===== config.mk =====
export PLATFORM = sky130hd
export DESIGN_NAME = board_io_ctrl
export DESIGN_NICKNAME = d
export VERILOG_FILES = /design/src/rtl/board_io_ctrl.sv
export SDC_FILE = /design/constraint.sdc
export NUM_CORES = 1
export LEC_CHECK = 0
export BUFFER_PORTS_ARGS = -buffer_cell sky130_fd_sc_hd__clkbuf_2
export CORE_AREA = 5 5 178 180
export CTS_BUF_LIST = sky130_fd_sc_hd__clkbuf_4 sky130_fd_sc_hd__clkbuf_8 sky130_fd_sc_hd__clkbuf_16
export DETAILED_ROUTE_END_ITERATION = 8
export DIE_AREA = 0 0 183 185
export GPL_ROUTABILITY_DRIVEN = 0
export GPL_TIMING_DRIVEN = 0
export SLEW_MARGIN = 20
export SYNTH_ARGS = -nofsm -noshare
export SYNTH_HDL_FRONTEND = slang
export SYNTH_SLANG_ARGS = --single-unit

===== constraint.sdc =====
create_clock -name clk -period 2.25 [get_ports clk]
set_input_delay 0 -clock clk [delete_from_list [all_inputs] [get_ports clk]]
set_output_delay 0 -clock clk [all_outputs]
set_load 0.05 [all_outputs]

===== src/rtl/board_io_ctrl.sv =====
// Board-side I/O controller: button debounce, CPU clock-enable generation,
// debug register select and an 8-digit multiplexed seven-segment display.
module board_io_ctrl #(
   parameter int SCAN_DIV   = 100000,
   parameter int RUN_DIV    = 50000000,
   parameter int DEB_CYCLES = 1000000
) (
   input  logic        clk,
   input  logic        rst,
   input  logic        run_mode,
   input  logic        step_btn,
   input  logic        reg_browse,
   input  logic [4:0]  reg_sel_in,
   input  logic [2:0]  disp_sel,
   input  logic [31:0] pc,
   input  logic [31:0] instr,
   input  logic [31:0] reg_data,
   input  logic [31:0] mem_addr,
   input  logic [31:0] mem_data,
   input  logic [31:0] debug_data,
   input  logic        stall_if,
   output logic        cpu_ce,
   output logic [4:0]  reg_sel,
   output logic [31:0] step_cnt,
   output logic [7:0]  an,
   output logic [7:0]  seg
);

   localparam int SCAN_W = (SCAN_DIV > 1) ? $clog2(SCAN_DIV) : 1;
   localparam int RUN_W  = (RUN_DIV > 1) ? $clog2(RUN_DIV) : 1;
   localparam int DEB_W  = (DEB_CYCLES > 1) ? $clog2(DEB_CYCLES) : 1;
   localparam logic [SCAN_W-1:0] SCAN_LAST = SCAN_W'(SCAN_DIV - 1);
   localparam logic [RUN_W-1:0]  RUN_LAST  = RUN_W'(RUN_DIV - 1);
   localparam logic [DEB_W-1:0]  DEB_LAST  = DEB_W'(DEB_CYCLES - 1);

   function automatic logic [6:0] hex7(input logic [3:0] n);
      case (n)
         4'h0: hex7 = 7'b1000000;
         4'h1: hex7 = 7'b1111001;
         4'h2: hex7 = 7'b0100100;
         4'h3: hex7 = 7'b0110000;
         4'h4: hex7 = 7'b0011001;
         4'h5: hex7 = 7'b0010010;
         4'h6: hex7 = 7'b0000010;
         4'h7: hex7 = 7'b1111000;
         4'h8: hex7 = 7'b0000000;
         4'h9: hex7 = 7'b0010000;
         4'hA: hex7 = 7'b0001000;
         4'hB: hex7 = 7'b0000011;
         4'hC: hex7 = 7'b1000110;
         4'hD: hex7 = 7'b0100001;
         4'hE: hex7 = 7'b0000110;
         default: hex7 = 7'b0001110;
      endcase
   endfunction

   logic             btn_sync_p0, btn_sync_p1;
   logic [DEB_W-1:0] deb_cnt;
   logic             deb_lvl, deb_prev, step_req;
   logic [RUN_W-1:0] div_cnt;
   logic [1:0]       mode_prev;
   logic             mode_chg, div_wrap;
   logic [SCAN_W-1:0] scan_cnt;
   logic [2:0]       dig_idx;
   logic [31:0]      shadow, disp_src;

   // Button: synchronizer, debouncer, rising-edge step request
   always_ff @(posedge clk) begin
      if (rst) begin
         btn_sync_p0 <= 1'b0;
         btn_sync_p1 <= 1'b0;
         deb_cnt     <= '0;
         deb_lvl     <= 1'b0;
         deb_prev    <= 1'b0;
         step_req    <= 1'b0;
      end else begin
         btn_sync_p0 <= step_btn;
         btn_sync_p1 <= btn_sync_p0;
         deb_prev    <= deb_lvl;
         step_req    <= deb_lvl & ~deb_prev;
         if (btn_sync_p1 == deb_lvl) begin
            deb_cnt <= '0;
         end else if (deb_cnt == DEB_LAST) begin
            deb_lvl <= btn_sync_p1;
            deb_cnt <= '0;
         end else begin
            deb_cnt <= deb_cnt + 1'b1;
         end
      end
   end

   // A mode change restarts the divider and suppresses its wrap in that cycle
   assign mode_chg = ({run_mode, reg_browse} != mode_prev);
   assign div_wrap = (div_cnt == RUN_LAST) && !mode_chg;

   always_ff @(posedge clk) begin
      if (rst) begin
         div_cnt   <= '0;
         mode_prev <= {run_mode, reg_browse};
      end else begin
         mode_prev <= {run_mode, reg_browse};
         if (mode_chg || div_cnt == RUN_LAST) div_cnt <= '0;
         else                                 div_cnt <= div_cnt + 1'b1;
      end
   end

   always_comb begin
      cpu_ce = 1'b0;
      if (!rst && !reg_browse) cpu_ce = run_mode ? div_wrap : step_req;
   end

   always_ff @(posedge clk) begin
      if (rst) begin
         step_cnt <= '0;
         reg_sel  <= '0;
      end else begin
         if (cpu_ce) step_cnt <= step_cnt + 1'b1;
         if (!reg_browse)   reg_sel <= reg_sel_in;
         else if (div_wrap) reg_sel <= reg_sel + 1'b1;
      end
   end

   // Display: source mux, frame-latched shadow, digit scan and segment drive
   always_comb begin
      disp_src = pc;
      case (disp_sel)
         3'd0: disp_src = pc;
         3'd1: disp_src = instr;
         3'd2: disp_src = reg_data;
         3'd3: disp_src = mem_addr;
         3'd4: disp_src = mem_data;
         3'd5: disp_src = debug_data;
         3'd6: disp_src = {27'b0, reg_sel};
         default: disp_src = step_cnt;
      endcase
   end

   always_ff @(posedge clk) begin
      if (rst) begin
         scan_cnt <= '0;
         dig_idx  <= '0;
         shadow   <= '0;
         an       <= 8'hFE;
         seg      <= 8'hC0;
      end else begin
         if (scan_cnt == SCAN_LAST) begin
            scan_cnt <= '0;
            dig_idx  <= dig_idx + 1'b1;
            if (dig_idx == 3'd7) shadow <= disp_src;
         end else begin
            scan_cnt <= scan_cnt + 1'b1;
         end
         an  <= ~(8'd1 << dig_idx);
         seg <= {~(stall_if && dig_idx == 3'd0), hex7(shadow[{dig_idx, 2'b00} +: 4])};
      end
   end

endmodule


-- After elaboration in Yosys (flattened, before gate mapping)
Memories as Yosys holds them, arrays and structs flattened. A register that Yosys moved wholly into a read port is not among the register bits.
Cells that the tools add are included.
- memories: 1
- latch bits: 0
- bits in registers: 158
- memory bits (writable): 0
- ROM bits: 112
- input port bits: 206
- memory list (name ; depth ; bits a word ; read ports ; clocked after memory_dff ; wr ports ; line ; source):
    (name not given) ; 16 ; 7 ; 1 ; 1 ; 0 ; 37 ; case (n)
- equality and inequality tests: 13
- muxes and demuxes: 5
- reductions and logical operators: 14
- shift-type cells: 2
- bitwise operators: 5
- add/subtract/negate cells: 6
- $mul: 0
- $lt $le $gt $ge: 0
- divide/modulo/power cells: 0
- operators with widths (operator ; count):
    $pmux 32 s7 ; 1
    $add 32x1->32 const B ; 1
    $shiftx 32x6->4 ; 1
    $add 26x1->26 const B ; 1
    $eq 26x26->1 const B ; 1
    $add 20x1->20 const B ; 1
    $eq 20x20->1 const B ; 1
    $add 17x1->17 const B ; 1
    $eq 17x17->1 const B ; 1
    $eq 3x3->1 const B ; 4
    $mux 5 ; 2
    $not 8->8 ; 1
    $shl 1x3->8 const A ; 1
    $eq 3x2->1 const B ; 2
    $logic_not 3->1 ; 2
    $add 5x1->5 const B ; 1
    $reduce_and 2->1 ; 2
    $reduce_or 2->1 ; 2
    $add 3x1->3 const B ; 1
    $eq 3x1->1 const B ; 1
    $logic_and 1x1->1 ; 3
    $logic_not 1->1 ; 3
    $not 1->1 ; 3
    $reduce_or 3->1 ; 1
    other kinds (6) ; 7

-- Logic depth before layout (Yosys ltp)
Gate-level depths: netlist of the first run.
- depth in word-level cells: 5
- mapped depth: 10
- mapped depth without buffers: 8

-- Worst setup path after synthesis of the first run
Ideal clock, no wire load.
- kind: reg2reg
- from: register step_cnt[8]
- to: register step_cnt[31]
- data arrival time: 2189 ps
- stages on the path, launching flop included: 7
- setup slack: -55 ps
- period minus slack after synthesis: 2305 ps
- path through: dfxtp_1 > and4_1 > and4_1 > nand4_1 > a211oi_1 > a21oi_1 > a31o_2
- word-level cells in the longest chain between the ends: 1
- RTL lines (item ; line ; source):
    start: declaration ; 24 ; output logic [31:0] step_cnt,
    start signal: assignment ; 117 ; if (cpu_ce) step_cnt <= step_cnt + 1'b1;
    $add 32x1->32 ; 117 ;
No other way between the ends.
A chain may end at the register's enable or synchronous reset.

-- Final worst setup path of the first run
- from: register div_cnt[16]
- to: output port cpu_ce
- word-level cells in the longest chain between the ends: 4
- RTL lines (item ; line ; source):
    start: declaration ; 60 ; logic [RUN_W-1:0] div_cnt;
    start signal: assignment ; 103 ; else div_cnt <= div_cnt + 1'b1;
    $eq 26x26->1 ; 94 ; assign div_wrap = (div_cnt == RUN_LAST) && !mode_chg;
    $logic_and 1x1->1 ; 94 ;
    $mux 1 (2 in a row) ; 109 ; if (!rst && !reg_browse) cpu_ce = run_mode ? div_wrap : step_req;
    end: declaration ; 22 ; output logic cpu_ce,
No other way between the ends.

==> key figures, run 1 <==
Timing
  • Worst slew margin: 0.4931
  • Setup tns final: -0.2469 ns
  • Hold Slack: 0.04572 ns
  • Min Tclk post-route: 2.325 ns
  • RSZ-0062 raised after global routing: yes
  • F_max: 0.4300 GHz
  • Clock skew: 0.01211 ns
  • Final Cycle Share: 1.034
  • Actual slew at the worst max-slew pin: 0.7604 ns
  • Final Hold Vio Count: 0
  • Endpoints failing setup: 8
  • Pins Over Slew Limit: 0
  • Final worst slack: -0.07546 ns

Clock network
  • Sink Count: 158
  • Worst-Skew Late Latency: 0.43 ns
  • Num CTS Buffers: 17
  • Clk slew on worst S/H paths: 0.07 ns
  • CTS H-tree lvls: 4
  • CTS Buffer Depth: 2
  • Root Buffer Master: clkbuf_16
  • CTS tree: built

Critical path
  • Crit end category: output port
  • Worst path max stage delay: 0.43 ns
  • CP most frequent cell: clkbuf_16
  • Worst path slowest cell: or3_4
  • Startpoint Class: flip-flop
  • CP Cell Sequence: nor4b_4 > nand4_1 > or3_4 > clkbuf_16 > a21oi_4 > and2_4 > clkbuf_16
  • Crit Path Max Fanout: 6
  • CP required: 2.25 ns
  • CP arrival: ~2.3 ns
  • CP Class: flip-flop to output port

Cells and area
  • N_diodes: 0
  • Share of cells above drive strength 1: 0.3177
  • Most frequent cells in the layout: clkbuf_2, nor2_1, dfxtp_1
  • Nets: 1,550
  • Layout Area Growth over Synthesis: 35.94%
  • Finished Cell Area: 12,000 sq um
  • Most common cell after layout, fill and taps aside: clkbuf_2
  • Fin util: 0.3997

Synth
  • Sequential-to-total area share from yosys stat: 0.3582
  • Syn. warnings: 0
  • EDFF count, synth: 0
  • Syn Inst Count: 1,020
  • Post-Synth Simple-Gate Area: 0.2175
  • Yosys reg bits: 158
  • Most used DFF post-synth: dfxtp_1
  • Post-synthesis adder-cell area fraction: 0.02267
  • Distinct cells, synth: 54
  • Post-synthesis cell area: 8830 sq um
  • Post-synthesis compound-gate area fraction: 0.1679
  • Largest family of logic cells by synthesized area: simple AND/OR/NAND/NOR gates
  • Post-synthesis mux area share: 0.1020
  • Async set-reset flop share out of synthesis: 0
  • Post-Syn Area per Cell: 8.657 sq um
  • Syn Nets: between 1,000 and 1,500
  • Xor/xnor share of the synthesized area: 0.09126

GRT
  • Total grt overflow: 0
  • Initial antenna violation count: 3
  • Total GRT Usage: 0.1979
  • Vias in the first global route: 8,933
  • Maximum number of pins on one net before global-route repair: 17
  • First-pass GRT wire length: 51.45 mm

Route
  • Routed vias: around 9,000
  • Routed Antenna Nets: 0
  • DRC violation count after routing: 0
  • Vias/cell: 5.170
  • Drt first pass iters: 5
  • Routed WL per cell: 19.96 um
  • Drt first-iter violations: 551
  • DRT Wirelength: between 30 and 40 mm

Pwr
  • PD cells: 557.7 nW/um^2
  • Total power: 6694 uW
  • Maximum vdd ir drop: 0.4847 mV
  • Leakage power: 0.004555 uW

Run status
  • Status: finished, violations left
  • Violated checks: setup timing

Placed design
  • PortBufs: ~260
  • Area after DPL: 10,610 sq um
  • DP HPWL: 27.86 mm

Run
  • Max-cap violations: 0

Floorplanning
  • I/O pin total: 260
  • Core Area: 30,030 sq um
  • FP Rows: 64
  • Initial Util: 0.2940
  • Die W: 183 um
  • Die area: 33,860 sq um
  • Die height: 185 um

Min path
  • HP Class: primary input to flip-flop
-- metrics by stage --
step / std cells / worst slack (ns)
after CTS: 1732 / -0.1160
final: 1737 / -0.07546
after floorplan: 1020 / 0.01412
after global placement: 1672 / -0.3915
after global routing: 1737 / -0.1479
after detailed placement: 1672 / -0.4458
-- registers in the layout, summed over array words and instances, names as in the netlist --
register and cells:
div_cnt 26, step_req 1, dig_idx 3, scan_cnt 17, deb_lvl 1, shadow 32, deb_cnt 20, step_cnt 32
an 8, deb_prev 1, seg 8, btn_sync_p1 1, btn_sync_p0 1, mode_prev 2, reg_sel 5
-- synthesized netlist by cell type (2+ instances only) --
cell,count,area (sq um)
dfxtp_1,158,3163
nor2_1,154,578.1
nand2_1,86,322.8
a21oi_1,66,330.3
xnor2_1,55,481.7
clkbuf_1,44,165.2
nand3_1,41,205.2
xor2_1,37,324.1
mux2i_1,36,360.4
o211ai_1,25,187.7
nand4_1,20,125.1
a2111oi_2,19,285.3
and3_1,18,112.6
o21ai_0,18,90.09
o221ai_1,18,157.7
mux4_2,17,382.9
ha_1,16,200.2
inv_1,16,60.06
nor2b_1,16,100.1
a211oi_1,15,112.6
and4_1,15,131.4
mux2_2,14,157.7
and2_1,12,75.07
buf_2,12,60.06
o22ai_1,12,75.07
buf_1,10,37.54
nand2b_1,10,62.56
a22oi_1,8,60.06
or3_1,6,37.54
a221oi_1,5,43.79
nor4_1,5,31.28
a21o_1,4,30.03
nor3_1,4,20.02
a221o_1,3,30.03
a31o_2,2,17.52
buf_6,2,22.52
nand4b_1,2,17.52
o32ai_1,2,17.52
or2_2,2,12.51
-- worst max-delay path: cells and delay by family (launching register included) --
| family | cells | cell delay, ns |
|---|---|---|
| and+or+nand+nor | 4 | 1.08 |
| AOI/OAI and AO/OA | 1 | 0.12 |
| DFF | 1 | 0.37 |
| buffers and inverters | 2 | 0.32 |
-- power breakdown --
part	total (uW)	leakage (uW)	switching [uW]	internal, uW
clock	3100	0.000301	1220	1890
sequential	2840	0.00128	27.8	2810
combinational	750	0.00297	428	322
-- cell type report --
class | count | area [sq um]
Clock inverter | 13 | 187.7
Clock buffer | 19 | 440.4
Timing Repair Buffer | 291 | 1597
Fill cell | 3014 | 18030
Buffer | 67 | 354.1
Sequential cell | 158 | 3178
Inverter | 17 | 63.81
Multi-Input combinational cell | 776 | 5687
Tap cell | 396 | 495.5
-- logic make-up (layout without fill, tap and decap cells) --
logic type	after synthesis	after routing
AO/OA/AOI/OAI	202	202
buffers and inverters	86	407
XOR/XNOR	92	92
flip-flops	158	158
AND/OR/NAND/NOR	399	399
multiplexers	67	67
adder cells (fa/ha/maj)	16	16
-- per-layer routing --
metal	wire length, um	vias to the layer above	global-route usage
li1	-	4289	-
met1	13860	4238	0.2351
met2	16910	373	0.3416
met3	2161	79	0.03751
met4	1731	2	0.1007
met5	7	-	0
-- final timing paths --
path / startpoint / slack, ns / depth (start not counted) / end
worst max-delay path: div_cnt[16]$_SDFF_PP0_ / -0.08 / 7 / cpu_ce
worst min register to register: deb_prev$_SDFF_PP0_ / 0.38 / 1 / step_req$_SDFF_PP0_
worst min-delay path: rst / 0.05 / 2 / deb_prev$_SDFF_PP0_
worst max register to register: div_cnt[16]$_SDFF_PP0_ / -0.05 / 8 / step_cnt[11]$_SDFFE_PP0P_
-- timing repair --
item / 4_1_cts / 5_1_grt
setup buffers: 15 / 7
hold endpoints to repair: 13 / 0
resized for setup: 60 / 28
endpoints found under the setup margin: 83 / 76
pin swaps: 37 / 22
hold buffers: 13 / 0
Note: power is estimated with default switching activity, not from simulation.
==> run 2, diff against run 1 <==
==> constraint.sdc (replaced) <==
create_clock -name clk -period 2.25 [get_ports clk]
set_input_delay 0.1125 -clock clk [delete_from_list [all_inputs] [get_ports clk]]
set_output_delay 0.1125 -clock clk [all_outputs]
set_load 0.05 [all_outputs]
==> run 2 against run 1 <==
The flow still finishes with violations (setup timing); global-route usage is 0.47 points higher; total power is 0.57% lower; die area stayed put; hold slack better by 0.064 ns; setup slack worse by 0.16 ns; clock power hardly changed; sequential cell count stayed put; routed wire length is 2.4% higher; combinational power hardly changed; count of clock-buffer cells in the layout stayed put.
==> key figures, run 2 (synthesis gave the netlist of run 1 again) <==
Clock network
  • CTS Buffer Depth: 2
  • Sink Count: approximately 160
  • Worst-Skew Late Latency: 0.44 ns
  • Clk slew on worst S/H paths: about 0.06 ns
  • CTS H-tree lvls: 4
  • CTS tree: built
  • Num CTS Buffers: 17
  • Root Buffer Master: clkbuf_16

Pwr
  • P_sw: 1708 uW
  • Switching portion of total power: 0.2566
  • Flop pwr share: 0.427
  • Comb power frac: 0.113
  • Clock Power Share: 0.461
  • Internal power: approximately 4900 uW
  • Maximum vdd ir drop: 0.4922 mV
  • Leakage power: 0.004570 uW
  • PD cells: 552.5 nW/um^2

Placed design
  • Placed Cells: around 1,700
  • PortBufs: 256
  • DP HPWL: between 20 and 30 mm
  • Placement Setup Slack: -0.4246 ns

Floorplanning
  • Die area: 33,860 sq um
  • FP Rows: 64
  • Die W: 183 um
  • I/O pin total: 260
  • Die height: 185 um
  • Initial Util: 0.2940
  • Core Area: around 30,000 sq um

Cells and area
  • Nets: 1,548
  • Multi-input logic area: 5707 sq um
  • Most common cell after layout, fill and taps aside: clkbuf_2
  • Layout Cells excl Fill: 1,736
  • Layout Area Growth over Synthesis: 36.43%
  • Fill count: 3,049
  • Most frequent cells in the layout: clkbuf_2, nor2_1, dfxtp_1
  • Share of cells above drive strength 1: 0.3219
  • Fin util: 0.4012
  • Sequential cell area: 3179 sq um
  • Largest regs: shadow: 32 flops, step_cnt: 32 flops, div_cnt: 26 flops

Critical path
  • Worst path slowest cell: or3_4
  • Startpoint Class: flip-flop
  • CP most frequent cell: clkbuf_16
  • CP required: 2.14 ns
  • CP Class: flip-flop to output port
  • CP Cell Sequence: ha_4 > and3_4 > nand4_1 > or3_4 > clkbuf_16 > a21oi_4 > and2_4 > clkbuf_16
  • Worst path bufs/invs: 2
  • Crit end category: output port
  • CP arrival: 2.37 ns
  • Crit Path Max Fanout: 3
  • Worst path max stage delay: 0.45 ns
  • Top delay family on crit path: simple AND/OR/NAND/NOR gates

Timing
  • Final worst slack: -0.2343 ns
  • Clock skew: 0.01681 ns
  • RSZ-0062 raised after global routing: yes
  • Final Cycle Share: 1.104
  • Final Hold Vio Count: 0
  • Worst slew margin: 0.4011
  • Min Tclk post-route: 2.484 ns
  • F_max: 0.4025 GHz
  • Endpoints failing setup: 23
  • Actual slew at the worst max-slew pin: 0.8914 ns
  • Pins Over Slew Limit: 0

GRT
  • Initial antenna violation count: 3
  • Vias in the first global route: 9,031
  • Total GRT Usage: 0.2026
  • Maximum number of pins on one net before global-route repair: 17
  • First-pass GRT wire length: ~53 mm
  • Total grt overflow: 0

Route
  • Drt first-iter violations: 532
  • Routed Antenna Nets: 0
  • Highest metal used: met5
  • Met3 wire len: 2.406 mm
  • Met2 Wirelength: about 18 mm
  • Drt first pass iters: 5
  • Vias/cell: 5.160
  • DRC violation count after routing: 0
  • WL met1: around 14 mm
  • Routed vias: 8,958
  • DRT Wirelength: 35.51 mm
  • Routed WL per cell: just over 20 um

Run
  • Max-cap violations: 0

Run status
  • Violated checks: setup timing
  • Status: finished, violations left

Min path
  • HP Class: primary input to flip-flop
## run 2: area by class of cell
class	instances	share of cell area
Multi-Input combinational cell	776	0.4737
Sequential cell	158	0.2639
Timing Repair Buffer	288	0.1340
Tap cell	396	0.04113
Clock buffer	19	0.03708
Buffer	68	0.02981
Clock inverter	13	0.01464
Inverter	17	0.005505
Antenna cell	1	0.0002077
## run 2: path summary, 6_finish.rpt
| path | startpoint | end | slack (ns) | cells after the start |
|---|---|---|---|---|
| worst max-delay path | div_cnt[1]$_SDFF_PP0_ | cpu_ce | -0.23 | 8 |
| worst min-delay path | mem_data[13] | shadow[13]$_SDFFE_PP0P_ | 0.11 | 5 |
| worst max register to register | div_cnt[1]$_SDFF_PP0_ | step_cnt[17]$_SDFFE_PP0P_ | -0.16 | 10 |
| worst min register to register | deb_prev$_SDFF_PP0_ | step_req$_SDFF_PP0_ | 0.38 | 1 |
## run 2: what timing repair did
action	in CTS	in global routing
hold buffers	9	0
hold endpoints to repair	9	0
resized for setup	68	33
setup endpoints to repair	86	104
pin swaps	48	19
setup buffers	15	7
gates cloned	1	1
## run 2: per-layer routing
metal	GRT usage	up-vias
li1	-	4273
met1	0.2332	4230
met2	0.3593	394
met3	0.04517	59
met4	0.09207	2
met5	0	-
## run 2: power by group through the flow
| stage | clock network, uW | logic (uW) | registers (uW) |
|---|---|---|---|
| after global routing | 3240 | 802 | 2840 |
| final | 3070 | 749 | 2840 |
| after floorplan | 0 | 334 | 2910 |
| after CTS | 3110 | 743 | 2840 |
| after detailed placement | 0 | 721 | 2900 |
| after global placement | 0 | 719 | 2900 |
## run 2: tightest hold or removal path, delay by kind of cell
kind | cells | cell delay [ns]
AO/OA/AOI/OAI | 3 | 0.25
AND/OR/NAND/NOR | 1 | 0.05
buffers and inverters | 1 | 0.08
## run 2: per-stage QoR
stage / hold WS (ns) / total power, uW / area (sq um) / setup TNS [ns]
2_1_floorplan: 0.1402 / 3248 / 8835 / 0
3_3_place_gp: 0.2687 / 3621 / 10610 / -13.02
3_5_place_dp: 0.2706 / 3624 / 10610 / -14.04
4_1_cts: 0.09388 / 6694 / 11910 / -3.192
5_1_grt: 0.1265 / 6885 / 12040 / -6.135
6_report: 0.1101 / 6656 / 12050 / -2.555
==> run 3, diff against run 2 <==
--- a/config.mk
+++ b/config.mk
@@ -6,12 +6,14 @@
 export NUM_CORES = 1
 export LEC_CHECK = 0
 export BUFFER_PORTS_ARGS = -buffer_cell sky130_fd_sc_hd__clkbuf_2
+export CAP_MARGIN = 30
 export CORE_AREA = 5 5 178 180
 export CTS_BUF_LIST = sky130_fd_sc_hd__clkbuf_4 sky130_fd_sc_hd__clkbuf_8 sky130_fd_sc_hd__clkbuf_16
 export DETAILED_ROUTE_END_ITERATION = 8
 export DIE_AREA = 0 0 183 185
 export GPL_ROUTABILITY_DRIVEN = 0
 export GPL_TIMING_DRIVEN = 0
+export SKIP_CTS_REPAIR_TIMING = 1
 export SLEW_MARGIN = 20
 export SYNTH_ARGS = -nofsm -noshare
 export SYNTH_HDL_FRONTEND = slang
==> run 3 against run 2 <==
The flow still finishes with violations (setup timing); clock power hardly changed; final cell count up 0.12%; first-iteration DRC count rose by 3.2%; sequential cell count is the same; register-to-register slack better by 0.02 ns; global-route usage is 0.42 points lower; combinational power about the same; final area decreased by 0.15%; die area unchanged; utilization down 0.058 points.
==> key figures, run 3 (synthesis gave the netlist of run 1 again) <==
Cells and area
  • Nets: 1,551
  • Fin util: 0.4006
  • N_diodes: 0
  • Largest regs: shadow: 32 flops, step_cnt: 32 flops, div_cnt: 26 flops
  • Share of cells above drive strength 1: 0.3219
  • Finished Cell Area: 12,030 sq um
  • Most common cell after layout, fill and taps aside: clkbuf_2
  • Layout Area Growth over Synthesis: 36.23%
  • Most frequent cells in the layout: clkbuf_2, nor2_1, dfxtp_1

Pwr
  • Internal power: 4944 uW
  • Maximum vdd ir drop: 0.4927 mV
  • Switching portion of total power: 0.2562
  • Leakage power: 0.004539 uW
  • PD cells: 552.6 nW/um^2
  • Comb power frac: 0.112
  • Clock Power Share: 0.460
  • Flop pwr share: 0.427
  • P_sw: ~1700 uW
  • Total power: about 6600 uW

Timing
  • Clock skew: 0.01806 ns
  • Endpoints failing setup: 34
  • Actual slew at the worst max-slew pin: 1.272 ns
  • Final Cycle Share: 1.133
  • Setup tns final: -2.707 ns
  • Pins Over Slew Limit: 0
  • Min Tclk post-route: approximately 2.6 ns
  • RSZ-0062 raised after global routing: yes
  • Worst slew margin: 0.1523
  • Final worst slack: -0.3003 ns
  • Final Hold Vio Count: 0
  • F_max: 0.3921 GHz

GRT
  • Total GRT Usage: 0.1984
  • Maximum number of pins on one net before global-route repair: 17
  • Vias in the first global route: just under 9,000
  • Initial antenna violation count: 3
  • First-pass GRT wire length: approximately 52 mm
  • Total grt overflow: 0

Clock network
  • CTS Buffer Depth: 2
  • Worst-Skew Late Latency: 0.44 ns
  • CTS tree: built
  • Clk slew on worst S/H paths: approximately 0.060 ns
  • Num CTS Buffers: 17
  • Root Buffer Master: clkbuf_16
  • CTS H-tree lvls: 4
  • Sink Count: 158

Critical path
  • Crit Path Max Fanout: 6
  • CP Class: flip-flop to output port
  • Critical path startpoint: div_cnt[1]$_SDFF_PP0_
  • Startpoint Class: flip-flop
  • RR Startpoint: div_cnt[1]$_SDFF_PP0_
  • CP arrival: 2.44 ns
  • Crit end category: output port
  • CP required: 2.14 ns

Floorplanning
  • Die W: approximately 180 um
  • Core Area: about 30,000 sq um
  • Initial Util: 0.2940
  • Die area: 33,860 sq um
  • FP Rows: 64
  • I/O pin total: 260
  • Die height: 185 um

Min path
  • Worst hold start: mem_data[13]
  • HP Class: primary input to flip-flop

Route
  • Drt first pass iters: 5
  • DRT Wirelength: around 35 mm
  • Routed Antenna Nets: 0
  • Routed WL per cell: between 20 and 25 um
  • Routed vias: 8,959
  • Drt first-iter violations: 549
  • DRC violation count after routing: 0
  • Vias/cell: 5.155

Placed design
  • Area after DPL: 10,610 sq um
  • DP HPWL: 28.23 mm
  • PortBufs: 256

Run status
  • Violated checks: setup timing
  • Status: finished, violations left

Run
  • Max-cap violations: 0
run 3: layer usage:
layer | vias to the layer above | global-route usage | wire, um
met4 | 2 | 0.08731 | 1517
met5 | - | 0 | 13
li1 | 4284 | - | -
met3 | 69 | 0.04399 | 2215
met1 | 4242 | 0.2314 | 13700
met2 | 362 | 0.3497 | 17950
run 3: worst max-delay path: stages (launching register included):
cell     delay [ns]
dfxtp_4        0.37
ha_4           0.13
and3_4         0.18
buf_6          0.09
nand4_1        0.14
or3_4          0.46
buf_8          0.15
a21oi_4        0.14
and2_4         0.20
buf_8          0.15
run 3: final timing paths:
path / cells after the start / slack [ns] / endpoint
hold / removal: 5 / 0.11 / shadow[13]$_SDFFE_PP0P_
setup / recovery: 9 / -0.30 / cpu_ce
setup reg to reg: 10 / -0.14 / step_cnt[31]$_SDFFE_PP0P_
hold reg to reg: 1 / 0.38 / step_req$_SDFF_PP0_
run 3: layout make-up:
class | instances | area, sq um
clock buffers | 19 | 446.7
fillers | 3051 | 18000
clock inverters | 13 | 176.4
plain buffers | 69 | 357.8
repair buffers | 290 | 1570
multi-input cells | 776 | 5739
inverters | 17 | 63.81
well taps | 396 | 495.5
flip-flops and latches | 158 | 3179
run 3: power by group through the flow:
stage | Sequential, uW | Combinational, uW | Clock (uW)
final | 2840 | 748 | 3060
after global routing | 2840 | 800 | 3250
after detailed placement | 2900 | 721 | 0
after CTS | 2840 | 725 | 3110
after floorplan | 2910 | 334 | 0
after global placement | 2900 | 719 | 0
run 3: through the flow:
stage | setup slack (ns) | std cells | hold slack [ns]
after floorplan | 0.01589 | 1020 | 0.1402
after global placement | -0.4134 | 1672 | 0.2687
after detailed placement | -0.4246 | 1672 | 0.2706
after CTS | -0.9144 | 1704 | -0.1781
after global routing | -0.3759 | 1738 | 0.1246
final | -0.3003 | 1738 | 0.1113
